[src/rtl/pause_unit_pkg.sv]
// Shared types and constants for the decode-stage hazard unit: the per-stage
// destination tracking record and the liveness helper used by the forwarding muxes.
package pause_unit_pkg;

    typedef struct packed {
        logic [4:0] wa;
        logic       we;
        logic       is_load;
    } stage_rec_t;

    localparam int         REC_W      = $bits(stage_rec_t);
    localparam logic [4:0] REG_ZERO   = 5'd0;
    localparam stage_rec_t BUBBLE_REC = '{wa: 5'd0, we: 1'b0, is_load: 1'b0};

    // A record can only produce a hazard or a forward if it really writes a non-r0 register.
    function automatic logic rec_live(input stage_rec_t rec);
        return rec.we && (rec.wa != REG_ZERO);
    endfunction

    function automatic logic rec_hit(input stage_rec_t rec, input logic [4:0] ra);
        return rec_live(rec) && (rec.wa == ra);
    endfunction

endpackage

[src/rtl/pause_fwd_mux.sv]
// Per-operand forwarding select: picks the youngest in-flight result for ra and
// flags when that youngest producer is a load still in EXE.
module pause_fwd_mux
    import pause_unit_pkg::*;
(
    input  logic [4:0]       ra,
    input  logic [31:0]      rd,
    input  logic [REC_W-1:0] rec_e,
    input  logic [REC_W-1:0] rec_m,
    input  logic [REC_W-1:0] rec_w,
    input  logic [31:0]      res_e,
    input  logic [31:0]      res_m,
    input  logic [31:0]      res_w,
    output logic [31:0]      fwd_data,
    output logic             load_hit
);

    stage_rec_t e_rec;
    stage_rec_t m_rec;
    stage_rec_t w_rec;
    logic       hit_e;
    logic       hit_m;
    logic       hit_w;
    logic       unused_load_bits;

    assign e_rec = stage_rec_t'(rec_e);
    assign m_rec = stage_rec_t'(rec_m);
    assign w_rec = stage_rec_t'(rec_w);

    // Only the EXE-stage load flag matters; older loads already have their data.
    assign unused_load_bits = m_rec.is_load ^ w_rec.is_load;

    assign hit_e = rec_hit(e_rec, ra);
    assign hit_m = rec_hit(m_rec, ra);
    assign hit_w = rec_hit(w_rec, ra);

    always_comb begin
        fwd_data = rd;
        if (ra == REG_ZERO) begin
            fwd_data = rd;
        end else if (hit_e) begin
            fwd_data = res_e;
        end else if (hit_m) begin
            fwd_data = res_m;
        end else if (hit_w) begin
            fwd_data = res_w;
        end
    end

    assign load_hit = hit_e && e_rec.is_load;

endmodule

[src/rtl/pause_unit.sv]
// Decode-stage hazard unit: tracks EXE/MEM/WB destinations, forwards the newest
// in-flight result to both read operands and stalls one cycle on load-use.
module pause_unit
    import pause_unit_pkg::*;
(
    input  logic        clk,
    input  logic        rstn,
    input  logic [31:0] i_PauseUnit_aluOutE,
    input  logic [31:0] i_PauseUnit_dMemRDataM,
    input  logic [31:0] i_PauseUnit_rstW,
    input  logic [4:0]  i_PauseUnit_ra1,
    input  logic [4:0]  i_PauseUnit_ra2,
    input  logic [31:0] i_PauseUnit_rd1,
    input  logic [31:0] i_PauseUnit_rd2,
    input  logic [4:0]  i_PauseUnit_regWa,
    input  logic        i_PauseUnit_regWe,
    input  logic        i_PauseUnit_isLoad,
    output logic        o_PauseUnit_pause,
    output logic [31:0] o_PauseUnit_rd1,
    output logic [31:0] o_PauseUnit_rd2
);

    stage_rec_t rec_e;
    stage_rec_t rec_m;
    stage_rec_t rec_w;
    stage_rec_t rec_e_nxt;
    stage_rec_t dec_rec;
    logic       load_hit1;
    logic       load_hit2;

    assign dec_rec = '{wa: i_PauseUnit_regWa, we: i_PauseUnit_regWe, is_load: i_PauseUnit_isLoad};

    // A paused decode instruction is held upstream, so EXE takes a bubble instead.
    assign rec_e_nxt = o_PauseUnit_pause ? BUBBLE_REC : dec_rec;

    always_ff @(posedge clk or negedge rstn) begin
        if (!rstn) begin
            rec_e <= BUBBLE_REC;
            rec_m <= BUBBLE_REC;
            rec_w <= BUBBLE_REC;
        end else begin
            rec_e <= rec_e_nxt;
            rec_m <= rec_e;
            rec_w <= rec_m;
        end
    end

    pause_fwd_mux u_fwd1 (
        .ra       (i_PauseUnit_ra1),
        .rd       (i_PauseUnit_rd1),
        .rec_e    (rec_e),
        .rec_m    (rec_m),
        .rec_w    (rec_w),
        .res_e    (i_PauseUnit_aluOutE),
        .res_m    (i_PauseUnit_dMemRDataM),
        .res_w    (i_PauseUnit_rstW),
        .fwd_data (o_PauseUnit_rd1),
        .load_hit (load_hit1)
    );

    pause_fwd_mux u_fwd2 (
        .ra       (i_PauseUnit_ra2),
        .rd       (i_PauseUnit_rd2),
        .rec_e    (rec_e),
        .rec_m    (rec_m),
        .rec_w    (rec_w),
        .res_e    (i_PauseUnit_aluOutE),
        .res_m    (i_PauseUnit_dMemRDataM),
        .res_w    (i_PauseUnit_rstW),
        .fwd_data (o_PauseUnit_rd2),
        .load_hit (load_hit2)
    );

    assign o_PauseUnit_pause = load_hit1 || load_hit2;

endmodule

[config.mk]
export PLATFORM = sky130hd
export DESIGN_NAME = pause_unit
export DESIGN_NICKNAME = d
export VERILOG_FILES = /design/src/rtl/pause_unit_pkg.sv /design/src/rtl/pause_fwd_mux.sv /design/src/rtl/pause_unit.sv
export SDC_FILE = /design/constraint.sdc
export NUM_CORES = 1
export LEC_CHECK = 0
export BUFFER_PORTS_ARGS = -buffer_cell sky130_fd_sc_hd__buf_2
export CAP_MARGIN = 25
export CORE_UTILIZATION = 44
export CTS_BUF_LIST = sky130_fd_sc_hd__clkbuf_16
export CTS_CLUSTER_DIAMETER = 150
export DETAILED_ROUTE_END_ITERATION = 7
export PLACE_DENSITY_LB_ADDON = 0.15
export SKIP_LAST_GASP = 1
export SLEW_MARGIN = 20
export SYNTH_ARGS = -nofsm -noshare
export SYNTH_HDL_FRONTEND = slang
export SYNTH_SLANG_ARGS = --single-unit
[constraint.sdc]
create_clock -name clk -period 3.2 [get_ports clk]
set_input_delay 0.64 -clock clk [delete_from_list [all_inputs] [get_ports clk]]
set_output_delay 0.64 -clock clk [all_outputs]
set_load 0.02 [all_outputs]
Word-level counts from Yosys, hierarchy flattened
Cells that the tools add are included.
W data, S select, Z words.
{ "classes": {"eq_ne": 6, "mux": 9, "reduce_logical": 17} }
{ "op_table": {"columns": ["cell", "n"], "rows": [
  ["$mux W32", 8],
  ["$eq A5 B5 Y1", 6],
  ["$reduce_bool A5 Y1", 3],
  ["$logic_and A1 B1 Y1", 11],
  ["$logic_not A5 Y1", 2],
  ["$mux W7", 1],
  ["$logic_or A1 B1 Y1", 1]
]} }
{ "word_totals": {"register_bits": 19, "input_bits": 179, "wordCells": 39} }

Depth between registers and ports, before layout
{ "logic_depth": {"depth_word": 7, "depth_mapped": 7, "depth_no_buf": 5} }

Cells and area by module
A second synthesis with hierarchy kept.
{ "hier_totals": {"cells_unflattened": 549, "hier_area_um2": 4152.7} }
{ "by_module_without_submodules": {"columns": ["module", "n_inst", "cells_each", "area_per_inst_um2", "seq_area_each_um2"], "rows": [
  ["pause_fwd_mux", 2, 259, 1755.4, 0.0],
  ["pause_unit", 1, 31, 641.9, 525.5]
]} }

Least setup slack after synthesis
Ideal clock, no wire load.
{ "synth_path": {"kind": "input-to-output", "start": "in i_PauseUnit_ra2[2]", "end": "out o_PauseUnit_rd2[31]", "arrival_ns": 2.331, "slack_ns": 0.229, "path_stages": 7, "n_path_buf": 2, "cell_sequence": "xnor2_1 -> nand3_1 -> or4_1 -> buf_2 -> buf_2 -> o211a_1 -> o31ai_1"} }
{ "synth_via": {"elab_chain_cells": 6, "word_cells_on_any_way": 11, "classes_between": "eq/ne (3); mux (4); reduce/logical (4)"} }
{ "synth_rtl": {"columns": ["element", "line_no", "text"], "rows": [
  ["start, declared", "pause_unit.sv:12", "input logic [4:0] i_PauseUnit_ra2,"],
  ["$eq A5 B5 Y1", "pause_unit_pkg.sv:21", "return rec_live(rec) && (rec.wa == ra);"],
  ["$logic_and A1 B1 Y1", "pause_unit_pkg.sv:21", null],
  ["$mux W32", "pause_fwd_mux.sv:45", "end else if (hit_w) begin"],
  ["$mux W32", "pause_fwd_mux.sv:43", "end else if (hit_m) begin"],
  ["$mux W32", "pause_fwd_mux.sv:41", "end else if (hit_e) begin"],
  ["$mux W32 *", "pause_fwd_mux.sv:39", "if (ra == REG_ZERO) begin"],
  ["end, declared", "pause_unit.sv:20", "output logic [31:0] o_PauseUnit_rd2"]
]} }
Every way passes the cells marked *; elsewhere a longest branch is shown, timed or not.

Worst setup path in the final report
{ "layout_path": {"start": "reg rec_e[3] (netlist name)", "end": "out o_PauseUnit_rd1[31]"} }
{ "layout_via": {"elab_chain_cells": 5, "word_cells_on_any_way": 6, "classes_between": "eq/ne (1); mux (2); reduce/logical (3)"} }
{ "layout_rtl": {"columns": ["element", "line_no", "text"], "rows": [
  ["$reduce_bool A5 Y1", "pause_unit_pkg.sv:17", "return rec.we && (rec.wa != REG_ZERO);"],
  ["$logic_and A1 B1 Y1", "pause_unit_pkg.sv:17", null],
  ["$logic_and A1 B1 Y1 *", "pause_unit_pkg.sv:21", null],
  ["$mux W32 *", "pause_fwd_mux.sv:41", null],
  ["$mux W32 *", "pause_fwd_mux.sv:39", null],
  ["end, declared", "pause_unit.sv:19", "output logic [31:0] o_PauseUnit_rd1,"]
]} }
Marked as above.

==> results.md <==
- The commonest cells after synthesis are nor2_1 (68), a22oi_1 (64), o31ai_2 (60), clkbuf_1 (34), nor3_1 (34).
- For this run, design rule violations remaining after detail routing come to 0.
- The number of I/O pins is 244.
- The number of nets in the synthesized netlist is 675.
- The achievable clock frequency is 319.6 MHz.
- The internal power contribution is 753.6 µW.
- The flow ran to the end, and the final reports show no timing, DRC or antenna violations.
- The count of maximum capacitance violations is 0.
- Across the routed clock network, the largest skew measured is 2.526 ps.
- The global routing met1 resource utilization is 40.59%.
- Dividing the detail-routed wire length by the instance count gives 20.24 µm.
- After routing, the total negative slack on setup checks comes to 0 ps.
- The number of sinks driven by the clock tree is 19.
- The number of vias per cell is 6.586.
- Including well taps, the total number of placed cells is 821.
- The post-layout instance count excluding filler cells is 826.
- Port buffering added 243 buffers.
- The cell area after layout is 5512 µm².
- The worst setup path is of the register to output port kind.
- The wire length of the first global-routing pass is 25.31 mm.
- The number of synthesized flops with an enable pin is 0.
- The width of the chip is 94.81 µm.
- The tightest hold path in the finished design has a slack of 320.2 ps.
- Cells fill 66.74% of the core in the end.
- Of all cell types, the one taking the most synthesized area is o31ai_2.
- By area the synthesized netlist is led by o31ai_2 (20%), a22oi_1 (13%), dfrtp_1 (13%).
- For this design the static power due to leakage is 0.002439 µW.
- The area of placed instances is 5191 µm².
- met2 is the most crowded layer.
- During synthesis, Yosys emitted a total of 0 warnings.
- The die extent in y is 94.81 µm.
- For the worst setup path, the data arrival time is 2490 ps.
- The detail route stage leaves a number of antenna-violating nets equal to 0.
- IR analysis of the VDD net gives a maximum drop of 0.3493 mV.
- The detailed placer's ending HPWL is 12.27 mm.
- The largest fanout on the critical path is 23.
- The register clock-pin slew on the reported worst setup and hold paths is 50 ps.
- The leading register cell type out of synthesis is dfrtp_1.
- For this run, global-route usage on met3 was measured as 4.509%.
- In this run the power density over the cells is 232.7 nW/µm².
- The routed layout has 5440 vias.
- In this run switching power makes up 41.24% of total power.
- Entering global routing, the biggest net connects 33 pins.
- Summing every instance area after synthesis gives 3790 µm².
- In this run the number of H-tree levels came out at 1.
- The post-route netlist has 50.83% of its cells at a drive strength greater than 1.
- The most instantiated library cell after synthesis is nor2_1.
- Of the total power, the clock network draws 19.3%.
- Of all flip-flops after synthesis, the portion carrying an async set or reset was 100.0%.
- Compared with the post-synthesis result, the final layout area differs by 45.43%.
- For this run the aggregate overflow at the end of global routing stands at 0.
- The number of clock buffers added by TritonCTS is 3.
- The combinational share of power is 59.3%.
- The number of global-route vias before repair is 5407.
- The number of hold-slack violations in the final timing report is 0.
- The share of the synthesized area in the top cell type is 19.81%.
- Global routing consumed, on the met2 layer, 64.63% of the routing resources.
- The final layout contains 900 nets.
- The worst relative slew slack is 68.75%.
- STA classifies the critical path startpoint as a register.
- The classification of the worst-slack hold path is primary input to asynchronous set/reset pin.
- In the synthesized netlist, the number of instances is 496.
- The longest clock path from root to sink contains 2 buffers.
- The minimum period implied by the final worst setup slack is 3129 ps.
- The count of final max-slew check failures is 0.
- CTS placed an instance of clkbuf_16 at the clock tree root.
- The core region is 8258 µm².
- Row generation in the floorplan step produced 33 rows.
- The net switching power of the design is 529.0 µW.
- The mean cell area of the mapped netlist is 7.641 µm².
- After synthesis the netlist holds a flip-flop and latch count of 19.
- The starting utilization of the core area is 45.89%.
- The area enclosed by the die boundary is 8989 µm².
- Routability-driven placement finished with a final weighted congestion of 0.9413.
- The number of detailed-routing iterations run before antenna repair is 5.
- Of the synthesized area, sequential elements account for 12.55%.
- TritonCTS built the clock tree.
- Across every metal layer, demand over resource in global routing totals 35.48%.
- The iteration-0 DRC count of the detailed router is 284.
- At the worst endpoint, the required time is 2560 ps.
- The total wirelength of the detailed-routed design is 16.72 mm.
- The share of total power in sequential cells is 21.5%.
- Setup violations remaining at the end of the flow were counted as 0.
- The number of distinct library cell variants in the gate-level netlist after synthesis is 32.
- The final period utilization is 97.77%.
- The number of antenna violations at the first check in global routing came to 1.
- The kind of capture point of the worst setup path is an output port.
- The slew at the pin closest to its max-slew limit is 468.3 ps.
- The clock insertion delay at the later pin of the skew report is 240 ps.
layer usage:
| layer | wire [µm] | up-vias |
|---|---|---|
| met4 | 700 | 0 |
| met5 | 0 | - |
| li1 | - | 2386 |
| met1 | 6231 | 2551 |
| met2 | 8280 | 421 |
| met3 | 1509 | 82 |
final cells by class:
type | count | area, µm²
antenna | 1 | 2.502
timing repair buffer | 277 | 1607
clock buffer | 3 | 75.07
fill | 757 | 2746
sequential | 19 | 476.7
multi-input combinational | 419 | 3212
tap | 105 | 131.4
inverter | 1 | 3.754
clock inverter | 1 | 3.754
critical path, cell delays in order, from the launching register on:
cell and delay [ps]:
dfrtp_2 430, or4_4 560, o21ai_4 170, nor3_2 80, or2_2 320, buf_12 200, o31ai_1 260, buf_2 210
cell usage in the layout, fill, tap and decap left out, types with 2 or more instances in the layout:
cell | Yosys | routed
nor2_1 | 68 | 65
clkbuf_16 | 0 | 3
buf_2 | 12 | 225
or4_1 | 5 | 4
inv_1 | 1 | 2
o211a_1 | 32 | 32
buf_12 | 0 | 6
nor2_4 | 0 | 2
a211oi_1 | 32 | 21
nor3_2 | 0 | 2
o31ai_4 | 0 | 10
xnor2_1 | 25 | 25
o31ai_1 | 4 | 2
o21ai_0 | 32 | 32
nor3_1 | 34 | 32
nand4_1 | 5 | 5
nand2_1 | 32 | 32
or4_4 | 1 | 2
and2_1 | 8 | 8
dfrtp_1 | 19 | 18
xor2_1 | 4 | 4
a22oi_1 | 64 | 64
o31ai_2 | 60 | 52
a211oi_2 | 0 | 11
buf_6 | 8 | 4
buf_4 | 3 | 42
power by group through the flow:
stage               Clock, µW  Sequential, µW  Combinational (µW)
finish                    247             275                 760
global placement            0             277                 696
global route              264             277                 805
CTS                       251             274                 713
detailed placement          0             278                 709
floorplan                   0             272                 406
sequential cells by signal, summed over array words and instances (netlist names):
register and count:
rec_e 7, rec_m 6, rec_w 6
cell families after synthesis:
family / Yosys count / synth area share (%)
AO/OA/AOI/OAI: 231 / 53.81
flip-flops: 19 / 12.55
AND/OR/NAND/NOR: 159 / 18.92
buffers and inverters: 58 / 8.022
XOR/XNOR: 29 / 6.702
per-stage QoR:
stage / power, µW / worst slack [ps]
final: 1283 / 71.48
after CTS: 1238 / -0.6148
after global placement: 973.0 / 31.91
after global routing: 1346 / -5.507
after detailed placement: 987.4 / -40.20
after floorplan: 677.9 / 229.4
final timing paths:
path	startpoint	endpoint	slack [ps]	cells after the start
max	rec_e[3]	o_PauseUnit_rd1[31]	70	7
min	rstn	rec_e[5]	320	1
max reg2reg	rec_e[3]	rec_e[2]	1510	3
min reg2reg	rec_m[1]	rec_w[1]	410	0
max in group asynchronous	rstn	rec_e[3]	2570	1
min in group clk	rec_m[1]	rec_w[1]	410	0
repair_timing:
action / 4_1_cts / 5_1_grt
endpoints found under the setup margin: 12 / 61
resized for setup: 2 / 50
hold buffers: 0 / 0
cloned: 0 / 0
pin swaps: 0 / 1
setup buffers: 0 / 0
Power figures use the tool's default switching activity.
